[src/rtl/lpf_sched.sv]
// lpf_sched: time-multiplexed scheduler for CH first-order unsigned low-pass
// IIR filters sharing one subtract/shift/accumulate datapath.
//
// Ports:
//   clk_i, rst_n_i   clock, asynchronous active-low reset
//   start_i          sample strobe, requests one sweep over all channels
//   data_i           CH packed samples, channel k at [k*DATA_W +: DATA_W]
//   cfg_wr_i         write strobe for a channel's cutoff shift
//   cfg_ch_i         target channel of the shift write
//   cfg_shr_i        shift value to write
//   clr_i            clears the sticky overflow flag
//   lp_o             CH packed filter outputs, same packing as data_i
//   busy_o           sweep in progress
//   done_o           one-cycle pulse when a sweep completes
//   ovf_o            sticky: a start request was dropped
module lpf_sched #(
    parameter int unsigned CH      = 4,
    parameter int unsigned DATA_W  = 16,
    parameter int unsigned SHR_W   = 4,
    parameter int unsigned SHR_DEF = 4
) (
    input  logic                  clk_i,
    input  logic                  rst_n_i,
    input  logic                  start_i,
    input  logic [CH*DATA_W-1:0]  data_i,
    input  logic                  cfg_wr_i,
    input  logic [$clog2(CH)-1:0] cfg_ch_i,
    input  logic [SHR_W-1:0]      cfg_shr_i,
    input  logic                  clr_i,
    output logic [CH*DATA_W-1:0]  lp_o,
    output logic                  busy_o,
    output logic                  done_o,
    output logic                  ovf_o
);

    localparam int unsigned     CH_W    = $clog2(CH);
    localparam int unsigned     HP_W    = DATA_W + 1;
    localparam logic [CH_W-1:0] LAST_CH = CH_W'(CH - 1);

    typedef enum logic [1:0] {
        S_IDLE  = 2'd0,
        S_RUN   = 2'd1,
        S_DRAIN = 2'd2
    } state_t;

    state_t                 r_state;
    logic [CH_W-1:0]        r_ch;
    logic                   r_pend;
    logic                   r_busy;
    logic                   r_done;
    logic                   r_ovf;
    logic [DATA_W-1:0]      r_snap [CH];
    logic [DATA_W-1:0]      r_lp   [CH];
    logic [SHR_W-1:0]       r_shr  [CH];
    logic                   r_wb_vld;
    logic [CH_W-1:0]        r_wb_ch;
    logic signed [HP_W-1:0] r_wb_hp;

    logic                   w_accept;
    logic                   w_req_drop;
    logic signed [HP_W-1:0] w_hp;
    logic signed [HP_W-1:0] w_hp_shr;
    logic [DATA_W-1:0]      w_wb_sum;

    // A sweep starts from IDLE on a fresh strobe or a queued one.
    assign w_accept   = (r_state == S_IDLE) && (start_i || r_pend);
    // Only one request can be queued; any further strobe is lost.
    assign w_req_drop = start_i && r_pend;

    // Issue stage: signed high-pass term, arithmetic shift sets the cutoff.
    assign w_hp     = $signed({1'b0, r_snap[r_ch]}) - $signed({1'b0, r_lp[r_ch]});
    assign w_hp_shr = w_hp >>> r_shr[r_ch];

    // Writeback: accumulate modulo 2^DATA_W.
    assign w_wb_sum = DATA_W'({1'b0, r_lp[r_wb_ch]} + $unsigned(r_wb_hp));

    // Sweep sequencing, start queueing and status flags.
    always_ff @(posedge clk_i or negedge rst_n_i) begin
        if (!rst_n_i) begin
            r_state <= S_IDLE;
            r_ch    <= '0;
            r_pend  <= 1'b0;
            r_busy  <= 1'b0;
            r_done  <= 1'b0;
            r_ovf   <= 1'b0;
        end else begin
            r_done <= 1'b0;

            if (w_req_drop) begin
                r_ovf <= 1'b1;
            end else if (clr_i) begin
                r_ovf <= 1'b0;
            end

            if (w_accept) begin
                r_pend <= 1'b0;
            end else if (start_i && r_busy) begin
                r_pend <= 1'b1;
            end

            case (r_state)
                S_IDLE: begin
                    if (w_accept) begin
                        r_state <= S_RUN;
                        r_ch    <= '0;
                        r_busy  <= 1'b1;
                    end
                end
                S_RUN: begin
                    if (r_ch == LAST_CH) begin
                        r_state <= S_DRAIN;
                    end else begin
                        r_ch <= r_ch + CH_W'(1);
                    end
                end
                S_DRAIN: begin
                    r_state <= S_IDLE;
                    r_busy  <= 1'b0;
                    r_done  <= 1'b1;
                end
                default: r_state <= S_IDLE;
            endcase
        end
    end

    // Snapshot, issue pipeline register, filter state and shift config.
    always_ff @(posedge clk_i or negedge rst_n_i) begin
        if (!rst_n_i) begin
            for (int unsigned k = 0; k < CH; k++) begin
                r_snap[k] <= '0;
                r_lp[k]   <= '0;
                r_shr[k]  <= SHR_W'(SHR_DEF);
            end
            r_wb_vld <= 1'b0;
            r_wb_ch  <= '0;
            r_wb_hp  <= '0;
        end else begin
            if (w_accept) begin
                for (int unsigned k = 0; k < CH; k++) begin
                    r_snap[k] <= data_i[k*DATA_W +: DATA_W];
                end
            end

            r_wb_vld <= (r_state == S_RUN);
            r_wb_ch  <= r_ch;
            r_wb_hp  <= w_hp_shr;

            // Each channel is written once per sweep, so no RAW hazard with issue.
            if (r_wb_vld) begin
                r_lp[r_wb_ch] <= w_wb_sum;
            end

            if (cfg_wr_i) begin
                r_shr[cfg_ch_i] <= cfg_shr_i;
            end
        end
    end

    assign busy_o = r_busy;
    assign done_o = r_done;
    assign ovf_o  = r_ovf;

    for (genvar k = 0; k < CH; k++) begin : g_lp_o
        assign lp_o[k*DATA_W +: DATA_W] = r_lp[k];
    end

endmodule

[config.mk]
export PLATFORM = sky130hd
export DESIGN_NAME = lpf_sched
export DESIGN_NICKNAME = d
export VERILOG_FILES = /design/src/rtl/lpf_sched.sv
export SDC_FILE = /design/constraint.sdc
export NUM_CORES = 1
export LEC_CHECK = 0
export ABC_AREA = 1
export BUFFER_PORTS_ARGS = -buffer_cell sky130_fd_sc_hd__clkbuf_2
export CAP_MARGIN = 40
export CORE_UTILIZATION = 57
export CTS_CLUSTER_SIZE = 28
export DETAILED_ROUTE_END_ITERATION = 8
export GPL_TIMING_DRIVEN = 1
export HOLD_SLACK_MARGIN = 0.02
export PLACE_DENSITY_LB_ADDON = 0.08
export SLEW_MARGIN = 20
export SYNTH_ARGS = -nofsm -noshare
export SYNTH_HDL_FRONTEND = slang
export SYNTH_SLANG_ARGS = --single-unit
[constraint.sdc]
create_clock -name clk_i -period 4.95 [get_ports clk_i]
set_input_delay 0.495 -clock clk_i [delete_from_list [all_inputs] [get_ports clk_i]]
set_output_delay 0.495 -clock clk_i [all_outputs]
set_load 0.005 [all_outputs]
# Yosys cells after proc, flatten, opt, wreduce, memory -nomap -nowiden
# Index checks and enable logic that the tools add are counted.
word_totals:
  wordCells: 84
  out_inout_bits: 67
  ff_bits: 171
  in_bits: 75
classes:
  shifts: 1
  bitwise_logic: 3
  n_lt_le_gt_ge: 5
  n_reduce_logical: 14
  n_eq_ne: 6
  muxes: 31
  addsub: 3
ops:
  columns: ["op", "count"]
  rows:
  - ["2-to-1 mux 16 bit", 7]
  - ["binary-select mux 16 bit (select 2 bit)", 3]
  - ["bitwise mux 64 bit", 1]
  - ["demux 16 bit (select 2 bit)", 1]
  - [">>> shifter 17 x 4 -> 16 bit", 1]
  - ["subtractor 16 x 16 -> 17 bit", 1]
  - ["adder 16 bit", 1]
  - ["bitwise mux 16 bit", 1]
  - ["2-to-1 mux 4 bit", 3]
  - ["greater-or-equal comparator 3 bit, second input constant", 3]
  - ["inverter 2 -> 3 bit", 3]
  - ["binary-select mux 4 bit (select 2 bit)", 1]
  - ["demux 4 bit (select 2 bit)", 1]
  - ["2-to-1 mux 2 bit", 4]
  - ["one-hot mux 2 bit (2 select lines)", 2]
  - ["nonzero test 2 bit", 4]
  - ["less-than comparator 3 x 1 -> 1 bit, second input constant", 2]
  - ["2-to-1 mux 1 bit", 6]
  - ["inequality test 2 bit, second input constant", 3]
  - ["logical AND 1 bit", 5]
  - ["equality test 2 bit, second input constant", 2]
  - ["AND reduction 2 bit", 2]
  - ["AND reduction 3 bit", 1]
  - ["adder 2 x 1 -> 2 bit, second input constant", 1]
  - ["other kinds (4)", 4]

# Depth between registers and ports, before layout
logic_depth:
  depth_word: 6
  ltp_mapped: 25

# Worst setup path before layout
# Ideal clock, no wire load.
synth_path:
  kind: "register to register"
  start: "register r_ch[0]"
  end: "register r_wb_hp[6]"
  path_stages_with_launch: 26
  setup_time_ps: 65
  path_slack_ps: 1991
  n_path_buf: 4
  arrival_time_ps: 2894
  required_time_ps: 4885
  synth_period_minus_slack_ps: 2959
  path_cell_list: "dfrtp_1 -> buf_6 -> inv_4 -> buf_8 -> buf_2 -> buf_1 -> nor2_1 -> o22ai_1 -> ha_1 -> inv_1 -> fa_1 -> nand2_1 -> nand2_1 -> nand2_1 -> inv_1 -> nand2_1 -> nand2_1 -> nand3b_1 -> nand2_1 -> inv_1 -> nand2_1 -> nand2_1 -> nand2_1 -> nand2_1 -> nand2_1 -> nand2_1"
synth_between:
  elab_chain_len: 6
  elab_cells_between_ends: 12
synth_lines:
  columns: ["item", "line_no", "rtl"]
  rows:
  - ["start, declared", "47", "logic [CH_W-1:0] r_ch;"]
  - ["start signal, assigned", "113", "r_ch <= r_ch + CH_W'(1);"]
  - ["inverter 2 -> 3 bit (implied by the code) *", "71, 72", null]
  - ["binary-select mux 16 bit (select 2 bit)", "71", "assign w_hp = $signed({1'b0, r_snap[r_ch]}) - $signed({1'b0, r_lp[r_ch]});"]
  - ["2-to-1 mux 16 bit (implied by the code) (2 in a row)", "71", null]
  - ["subtractor 16 x 16 -> 17 bit", "71", null]
  - [">>> shifter 17 x 4 -> 16 bit *", "72", "assign w_hp_shr = w_hp >>> r_shr[r_ch];"]
  - ["via w_hp_shr[6]", "62", "logic signed [HP_W-1:0] w_hp_shr;"]
  - ["end signal, assigned", "146", "r_wb_hp <= w_hp_shr;"]
  - ["end, declared", "57", "logic signed [HP_W-1:0] r_wb_hp;"]
# The timed path passes the listed nets; every way through them passes the cells marked *. The select of a mux whose other input is x is not followed.
# A chain may end at the register's enable or synchronous reset.

# Final worst setup path
layout_path:
  start: "register r_wb_ch[1]"
  end: "register r_lp (netlist bit lp_o[28])"
layout_between:
  elab_chain_len: 6
  elab_cells_between_ends: 11
layout_lines:
  columns: ["item", "line_no", "rtl"]
  rows:
  - ["start, declared", "56", "logic [CH_W-1:0] r_wb_ch;"]
  - ["start signal, assigned", "145", "r_wb_ch <= r_ch;"]
  - ["inverter 2 -> 3 bit (implied by the code) *", "75, 150", null]
  - ["binary-select mux 16 bit (select 2 bit) (tied with other cells)", "75", "assign w_wb_sum = DATA_W'({1'b0, r_lp[r_wb_ch]} + $unsigned(r_wb_hp));"]
  - ["2-to-1 mux 16 bit (implied by the code) / logical AND 1 bit (equally long branches)", "75, 150", null]
  - ["2-to-1 mux 16 bit (on tied branches)", "75, 150", null]
  - ["adder 16 bit / demux 16 bit (select 2 bit) (equally long branches)", "75, 150", null]
  - ["bitwise mux 64 bit *", "150", "r_lp[r_wb_ch] <= w_wb_sum;"]
  - ["end signal, assigned by index", "150", null]
  - ["end, declared", "53", "logic [DATA_W-1:0] r_lp [CH];"]
# Every way passes the cells marked *; elsewhere a longest branch is shown, timed or not. The select of a mux whose other input is x is not followed.

==> impl_metrics.yaml <==
setup_path:
  crit_path_start_kind: "register"
  r2r_slack_ns: 1.45
  r2r-start: "r_wb_ch[1]"
  r2r_end: "lp_o[28]"
  reg2reg_depth: 18
  critPathKind: "register to register"
  arrival_ns: 3.87
  crit_required_ns: 5.32
  critPathMaxFanout: 16
  cp-end-kind: "register"
clock_network:
  cts_buffer_depth: 2
  cts.sinks: 171
  cts-htree-levels: 4
  root_buffer: "clkbuf_16"
  ctsResizeCount: 0
  cts_tree: "done"
  cts_buffers: 17
  clk_latency_ns: 0.44
  clkTransAtPathRegs_ns: 0.07
place:
  port_buffers: 141
  dp_slack_ns: 1.59
  place.gp.congestion: 0.985
  dpl.cell_count: 1671
  hpwl_mm: 20.7
  placed_cell_area_sq_mm: 0.0108
final_layout:
  final_nets: 1581
  syn2layout_area_growth_pct: 14.7
  layout_common_cells: "nand2_1 (530), dfrtp_1 (166), clkbuf_2 (140)"
  drive_gt1_frac: 0.147
  antenna_cells: 0
  final_cells: 1705
  fin_area_sq_mm: 0.0114
  final_common_cell: "nand2_1"
timing:
  tightest_slew_ns: 0.845
  fin_ws_ns: 1.45
  maxSlewHeadroom: 0.434
  rsz0062_at_grt: "no"
  finalMaxSlewViolations: 0
  min_period_over_period: 0.706
  fin_skew_ns: 0.0106
  finalCriticalPeriod_ns: 3.50
  fmax_ghz: 0.286
  setup_viol: 0
  setup_tns_ns: 0
  hold_viol: 0
logic_synthesis:
  yosysWarningCount: 0
  yosysSeqAreaShare: 0.431
  ys_seq_elements: 171
  synth_cell_types: 44
  syn_inst: 1353
  synth_area_sq_mm: 0.00995
  postSynthAreaPerCell_sq_um: 7.35
  synth_fp_nets: 1462
detailed_routing:
  routedWlPerCell_um: 16.6
  viasPerCell: 5.62
  met2_length_mm: 13.3
  drt_iter0_markers: 786
  highest_layer: "met4"
  met1_length_mm: 12.1
  drc: 0
  wl_mm: 28.3
  ant_nets: 0
  route.vias.total: 9581
  firstDrtPassIters: 5
  wl_met3_mm: 1.91
floorplanning:
  rows: 47
  coreArea_sq_mm: 0.0168
  die_h_um: 134
  fp.dieArea_sq_mm: 0.0180
  die_w_um: 134
  io_pins: 142
  initial_utilization: 0.591
grt:
  grt_pass1_vias: 8997
  antenna_found_initial: 0
  grt_max_degree: 84
  overflow: 0
  grt.total_usage: 0.330
  grt_pass1_wl_mm: 45.6
outcome:
  status: "completed"
hold_path:
  hold_end: "ovf_o"
  hp-class: "primary input to register"
  hold_path_depth: 2
  hp-start: "clr_i"
job:
  drv_cap: 0
what timing repair did:
action | 4_1_cts | 5_1_grt
hold endpoints to repair | 41 | 0
hold buffers | 1 | 0
buffers inserted | 0 | 0
critical path: stages, from the launching register on:
cell and delay, ns:
dfrtp_1 0.41, inv_1 0.09, nand2_1 0.07, inv_1 0.54, a22oi_1 0.14, o221ai_1 0.12
ha_1 0.24, inv_1 0.07, fa_1 0.40, o21ai_1 0.29, a21oi_1 0.19, inv_1 0.10
nand2_1 0.05, nand2_1 0.09, nand2_1 0.05, nand2_1 0.06, xor2_1 0.32, nand2_1 0.09
nand2_1 0.09
layout make-up:
type | instances | area [sq um]
tap | 220 | 275
multi-input combinational | 1018 | 4980
clock inverter | 14 | 158
timing repair buffer | 156 | 875
fill | 1477 | 5410
inverter | 108 | 410
sequential | 171 | 4290
clock buffer | 18 | 429
registers in the layout, summed over array words and instances (netlist names):
name,cells
r_pend,1
r_wb_ch,2
r_ch,2
ovf_o,1
r_state,2
done_o,1
r_shr,16
r_wb_vld,1
r_wb_hp,16
lp_o,64
r_snap,64
busy_o,1
how the worst max path moves through the flow:
stage / cells past startpoint / slack [ns] / start / end
2_1_floorplan: 25 / 1.99 / r_ch[0] / r_wb_hp[6]
3_3_place_gp: 18 / 1.61 / r_ch[0] / r_wb_hp[8]
3_5_place_dp: 18 / 1.59 / r_ch[0] / r_wb_hp[0]
4_1_cts: 18 / 1.56 / r_wb_ch[1] / lp_o[28]
5_1_grt: 18 / 1.16 / r_ch[0] / r_wb_hp[0]
6_report: 18 / 1.45 / r_wb_ch[1] / lp_o[28]
kinds of logic (layout without fill, tap and decap cells):
kind of cell / Yosys count / count (layout) / share of synthesized area
simple gates: 734 / 734 / 0.300
fa+ha+maj: 34 / 34 / 0.0443
buf+inv: 164 / 296 / 0.0691
compound gates: 235 / 235 / 0.142
xor+xnor: 15 / 15 / 0.0132
flops: 171 / 171 / 0.431
layer usage:
layer,up-vias,global-route usage
met4,0,0.139
li1,4670,-
met5,-,0
met2,418,0.536
met3,64,0.0597
met1,4429,0.436
Yosys cell counts, drive strengths merged:
cell | n | area share
fa | 2 | 0.0040
nand3 | 123 | 0.066
o22ai | 17 | 0.011
dfrtp | 167 | 0.42
o31ai | 1 | 0.00076
ha | 32 | 0.040
xor2 | 5 | 0.0044
a21o | 3 | 0.0023
inv | 108 | 0.041
a221oi | 1 | 0.00088
a211oi | 1 | 0.00076
o21a | 1 | 0.00076
xnor2 | 10 | 0.0088
or2 | 2 | 0.0013
o211ai | 2 | 0.0015
a32o | 11 | 0.011
nor4 | 1 | 0.00063
nand4 | 2 | 0.0013
clkbuf | 32 | 0.012
o221ai | 5 | 0.0044
a21oi | 48 | 0.025
a22oi | 22 | 0.017
nor2 | 66 | 0.025
o21ai | 119 | 0.060
o21bai | 1 | 0.00076
a32oi | 3 | 0.0072
nand3b | 1 | 0.00076
nand2 | 534 | 0.20
dfstp | 4 | 0.011
buf | 24 | 0.016
nor3 | 5 | 0.0025
per-stage QoR:
| stage | util | hold slack [ns] |
|---|---|---|
| 2_1_floorplan | - | 0.199 |
| 3_3_place_gp | 0.639 | 0.450 |
| 3_5_place_dp | 0.642 | 0.443 |
| 4_1_cts | 0.678 | 0.227 |
| 5_1_grt | 0.679 | 0.246 |
| 6_report | 0.679 | 0.233 |
Power is not shown: default switching activity piles up to over one toggle a cycle in this logic, so the estimate is an artifact.
